==> src/rtl/ps2_key_decoder.sv <==
// ps2_key_decoder
//
// Receives PS/2 keyboard frames (scan code set 2), reassembles bytes and
// turns make codes of the game control keys into single-cycle pulses.
// Break sequences (F0 xx) and unrecognised codes produce no key pulse.
// Framing problems (parity, stop bit, mid-frame timeout) are flagged.
//
// Ports
//   clk         system clock
//   reset       synchronous, active-high reset
//   ps2_clk     raw PS/2 clock pin (asynchronous)
//   ps2_dat     raw PS/2 data pin (asynchronous)
//   scan_code   last byte received with correct framing (held)
//   code_valid  one-cycle pulse when scan_code updates
//   frame_error one-cycle pulse on parity error, stop-bit error or timeout
//   key_up/key_down/key_left/key_right  one-cycle make pulses (E0-prefixed)
//   num_1/num_2/num_3/esc               one-cycle make pulses (unprefixed)
//
// Output protocol: there is no valid/ready handshake and no backpressure.
// Every output pulse is registered, lasts exactly one clk cycle and appears
// in the cycle after the stop-bit falling edge is detected; the consumer
// must sample every cycle. At most one key pulse is high in any cycle.
module ps2_key_decoder #(
  parameter int TIMEOUT = 50000
) (
  input  logic       clk,
  input  logic       reset,
  input  logic       ps2_clk,
  input  logic       ps2_dat,
  output logic [7:0] scan_code,
  output logic       code_valid,
  output logic       frame_error,
  output logic       key_up,
  output logic       key_down,
  output logic       key_left,
  output logic       key_right,
  output logic       num_1,
  output logic       num_2,
  output logic       num_3,
  output logic       esc
);

  typedef enum logic [1:0] {
    IDLE   = 2'd0,
    DATA   = 2'd1,
    PARITY = 2'd2,
    STOP   = 2'd3
  } state_t;

  localparam logic [15:0] TIMEOUT_CNT = 16'(TIMEOUT);

  state_t      state;
  logic        clk_s1, clk_s2, clk_s3;
  logic        dat_s1, dat_s2;
  logic        fall;
  logic [7:0]  shreg;
  logic [2:0]  bit_cnt;
  logic        parity;
  logic [15:0] to_cnt;
  logic        ext;
  logic        brk;
  logic        byte_good;

  // Synchronisers reset high (idle bus level) so leaving reset never
  // manufactures a falling edge.
  always_ff @(posedge clk) begin
    if (reset) begin
      clk_s1 <= 1'b1;
      clk_s2 <= 1'b1;
      clk_s3 <= 1'b1;
      dat_s1 <= 1'b1;
      dat_s2 <= 1'b1;
    end else begin
      clk_s1 <= ps2_clk;
      clk_s2 <= clk_s1;
      clk_s3 <= clk_s2;
      dat_s1 <= ps2_dat;
      dat_s2 <= dat_s1;
    end
  end

  assign fall = clk_s3 & ~clk_s2;

  // Valid only while in STOP on a falling edge: stop bit high and odd
  // parity over data plus parity bit.
  assign byte_good = dat_s2 & ((^shreg) ^ parity);

  always_ff @(posedge clk) begin
    if (reset) begin
      state       <= IDLE;
      shreg       <= 8'h00;
      bit_cnt     <= 3'd0;
      parity      <= 1'b0;
      to_cnt      <= 16'd0;
      ext         <= 1'b0;
      brk         <= 1'b0;
      scan_code   <= 8'h00;
      code_valid  <= 1'b0;
      frame_error <= 1'b0;
      key_up      <= 1'b0;
      key_down    <= 1'b0;
      key_left    <= 1'b0;
      key_right   <= 1'b0;
      num_1       <= 1'b0;
      num_2       <= 1'b0;
      num_3       <= 1'b0;
      esc         <= 1'b0;
    end else begin
      code_valid  <= 1'b0;
      frame_error <= 1'b0;
      key_up      <= 1'b0;
      key_down    <= 1'b0;
      key_left    <= 1'b0;
      key_right   <= 1'b0;
      num_1       <= 1'b0;
      num_2       <= 1'b0;
      num_3       <= 1'b0;
      esc         <= 1'b0;

      // A falling edge always beats the timeout in the same cycle.
      if (fall) begin
        to_cnt <= 16'd0;
        unique case (state)
          IDLE: begin
            // A high sample here is a glitch, not a start bit.
            if (!dat_s2) begin
              state   <= DATA;
              bit_cnt <= 3'd0;
            end
          end
          DATA: begin
            shreg   <= {dat_s2, shreg[7:1]};
            bit_cnt <= bit_cnt + 3'd1;
            if (bit_cnt == 3'd7) state <= PARITY;
          end
          PARITY: begin
            parity <= dat_s2;
            state  <= STOP;
          end
          STOP: begin
            state <= IDLE;
            if (byte_good) begin
              scan_code  <= shreg;
              code_valid <= 1'b1;
              if (shreg == 8'hE0) begin
                ext <= 1'b1;
              end else if (shreg == 8'hF0) begin
                brk <= 1'b1;
              end else begin
                ext <= 1'b0;
                brk <= 1'b0;
                if (!brk) begin
                  key_up    <=  ext & (shreg == 8'h75);
                  key_down  <=  ext & (shreg == 8'h72);
                  key_left  <=  ext & (shreg == 8'h6B);
                  key_right <=  ext & (shreg == 8'h74);
                  num_1     <= ~ext & (shreg == 8'h16);
                  num_2     <= ~ext & (shreg == 8'h1E);
                  num_3     <= ~ext & (shreg == 8'h26);
                  esc       <= ~ext & (shreg == 8'h76);
                end
              end
            end else begin
              frame_error <= 1'b1;
              ext         <= 1'b0;
              brk         <= 1'b0;
            end
          end
          default: state <= IDLE;
        endcase
      end else if (state != IDLE) begin
        // Abandon the frame when the count of edge-free cycles reaches TIMEOUT.
        if (to_cnt == TIMEOUT_CNT - 16'd1) begin
          state       <= IDLE;
          to_cnt      <= 16'd0;
          frame_error <= 1'b1;
          ext         <= 1'b0;
          brk         <= 1'b0;
        end else begin
          to_cnt <= to_cnt + 16'd1;
        end
      end else begin
        to_cnt <= 16'd0;
      end
    end
  end

endmodule
==> config.mk <==
export PLATFORM = sky130hd
export DESIGN_NAME = ps2_key_decoder
export DESIGN_NICKNAME = d
export VERILOG_FILES = /design/src/rtl/ps2_key_decoder.sv
export SDC_FILE = /design/constraint.sdc
export NUM_CORES = 1
export LEC_CHECK = 0
export CAP_MARGIN = 20
export CORE_MARGIN = 2
export CORE_UTILIZATION = 49
export CTS_CLUSTER_SIZE = 30
export DETAILED_ROUTE_END_ITERATION = 7
export PLACE_DENSITY = 0.68
export SLEW_MARGIN = 20
export SYNTH_ARGS = -nofsm -noshare
export SYNTH_HDL_FRONTEND = slang
export SYNTH_SLANG_ARGS = --single-unit
==> constraint.sdc <==
create_clock -name clk -period 4.7 [get_ports clk]
set_input_delay 0.705 -clock clk [delete_from_list [all_inputs] [get_ports clk]]
set_output_delay 0.705 -clock clk [all_outputs]
set_load 0.05 [all_outputs]
==> run metrics <==
Synth area leader dfxtp_1; DR vias/cell 5.139; Post-Syn Area per Cell 9.338 µm²; Max Clock Freq ~380 MHz; Final min period around 2.6 ns; Worst Path Arrival roughly 2.9 ns; Setup Crit Path Kind flip-flop to flip-flop; cell breakdown of the critical path inv_1 > ha_1 > xnor3_1 > xnor2_2 > nand4_1 > nor4_4; pin count of the biggest net entering global routing 36; share of cells above drive strength 1 about a tenth; top-area cell type share of the netlist area between 40% and 50%; Final period util between 50% and 60%; commonest non-fill, non-tap cell in the layout dfxtp_1; Mapped Cells 270; Critical path buffers and inverters 1; clock buffer depth 2; initial antenna violation count 0; RSZ-0062 raised after global routing false; Yosys reg bits 55; post-route ant nets 0; worst-skew pair later-pin latency 0.31 ns; Synth Cell Area between 2000 and 3000 µm²; vias in the first global route 1646; 1st-iter DRT viols 73; max cap viols 0; EDFF count, synth 0; routed length per instance about 13 µm; Row Count 26; Starting Density between 50% and 60%; most frequent cells in the layout dfxtp_1, nor2_1, nand2_1; status complete, no violations; PostCTS Resize Cnt 0; Slew Limit Fails 0; CORE AREA 5042 µm²; DP HPWL around 3.2 mm; final setup violation count 0; total routed wirelength between 4 and 5 mm; Cell variety after synth 44; diode count 0; Clock Skew 0.008694 ns; DP Cell Count roughly 350; Max VDD drop about 0.18 mV; delay-heaviest family, CP simple AND/OR/NAND/NOR gates; Final Util between 50 and 60%; post-CTS setup buffers 0; cts hold-fix bufs 0; H-tree depth 2; Tot GR Track Use 17.31%; height of the die approximately 76 µm; Setup Total Neg Slack 0 ns; Place WS 2.025 ns; Post-synth ARST share 0%; DRC errors left 0; crit end category flip-flop; Critical-path top delay cell nand4_1; io pins 22; Final Hold Fails 0; Finished Layout Cells ~360; pwr/cell area 256.0 nW/µm²; crit-path max FO 10; Post-Syn Nets 295; max_slew headroom about 54%; Final GP Congestion 0.7481; Final nets roughly 320; P&R area growth vs syn 13.85%; root buf cell clkbuf_8; type of the most critical hold path flip-flop to flip-flop; Pleak roughly 1.1 nW; hold wc startpoint clk_s1; number of CTS-inserted buffers 5; top cells by area, synth dfxtp_1, ha_1, nor2_1; CP startpoint shreg[2]; CP required a little under 5 ns; die width 75.73 µm; DR vias roughly 1900; CP startpoint kind flip-flop; die area roughly 5700 µm²; Buffers on Ports 21; CTS sink cnt 55; grt total ovfl 0; worst-margin pin slew between 0.6 and 0.7 ns; Worst path max stage delay roughly 0.59 ns; Pre-antenna DRT Iters 4; part of the Yosys area used for sequential elements between 40% and 50%; CTS tree built; first-pass GRT wire length approximately 7.5 mm; clk slew on worst S/H paths around 0.1 ns; reg2reg start shreg[2]; Primary FF master, synth dfxtp_1; yosys warns 0; PnR worst setup slack roughly 2.1 ns
[flip-flops by register name, summed over array words and instances (netlist names), 2 cells and up]
register / flops
scan_code: 8
shreg: 8
bit_cnt: 3
to_cnt: 16
state: 2
[cell type report]
class	count	area (µm²)
Fill cell	473	2172
Multi-Input combinational cell	193	1328
Sequential cell	55	1101
Timing Repair Buffer	23	225.2
Tap cell	70	87.58
Clock buffer	5	68.82
Inverter	12	45.04
Clock inverter	3	15.01
[kinds of logic after synthesis]
| logic type | share of synthesized area (%) |
|---|---|
| DFF | 43.67 |
| xor gates and xnor gates | 5.707 |
| adders and majority gates | 10.42 |
| and+or+nand+nor | 25.46 |
| AOI/OAI and AO/OA | 7.891 |
| buffers and inverters | 3.672 |
| muxes | 3.176 |
[routing by layer]
metal / part of all wire, % / global-route usage [%] / up-vias
met5: 0 / 0 / -
met3: 3.5 / 4.365 / 4
li1: - / - / 963
met2: 45 / 26.67 / 32
met1: 51 / 23.72 / 856
met4: 1.0 / 5.848 / 0
[Yosys cell counts, types with 2 or more instances]
| cell type | number |
|---|---|
| dfxtp_1 | 55 |
| nor2_1 | 31 |
| nand2_1 | 24 |
| ha_1 | 21 |
| nand3_1 | 20 |
| a21oi_1 | 18 |
| inv_1 | 12 |
| mux2i_1 | 8 |
| o21ai_0 | 8 |
| xor2_1 | 7 |
| clkbuf_1 | 6 |
| or2_2 | 6 |
| nand4_1 | 5 |
| xnor2_1 | 5 |
| or3_1 | 4 |
| and3_1 | 3 |
| and4_2 | 3 |
| a211o_1 | 2 |
| and3_2 | 2 |
| buf_2 | 2 |
| nor2b_1 | 2 |
| nor3_1 | 2 |
| nor4b_1 | 2 |
| o31ai_1 | 2 |
[worst register-to-register path: stages (launching register included)]
cell and delay [ns]:
dfxtp_1 0.45, inv_1 0.09, ha_1 0.29, xnor3_1 0.42
xnor2_2 0.25, nand4_1 0.60, nor4_4 0.44
[through the flow]
| stage | hold slack [ns] | total power [mW] | area [µm²] |
|---|---|---|---|
| after floorplan | 0.3895 | 0.4884 | 2521 |
| after global placement | 0.3926 | 0.4936 | 2786 |
| after detailed placement | 0.3923 | 0.4937 | 2786 |
| after CTS | 0.4154 | 0.7417 | 2870 |
| after global routing | 0.4273 | 0.7613 | 2870 |
| final | 0.4152 | 0.7349 | 2870 |
[power breakdown]
group / total (mW) / internal (mW) / switching [mW]
combinational: 0.0141 / 0.00527 / 0.00881
clock: 0.252 / 0.102 / 0.150
sequential: 0.469 / 0.467 / 0.00117
[path summary, 6_finish.rpt]
kind	endpoint	slack, ns	cells after the start
max	key_left	2.06	6
min	clk_s2	0.42	1
max reg2reg	key_left	2.06	6
min reg2reg	clk_s2	0.42	1
Note: power is estimated with default switching activity, not from simulation.
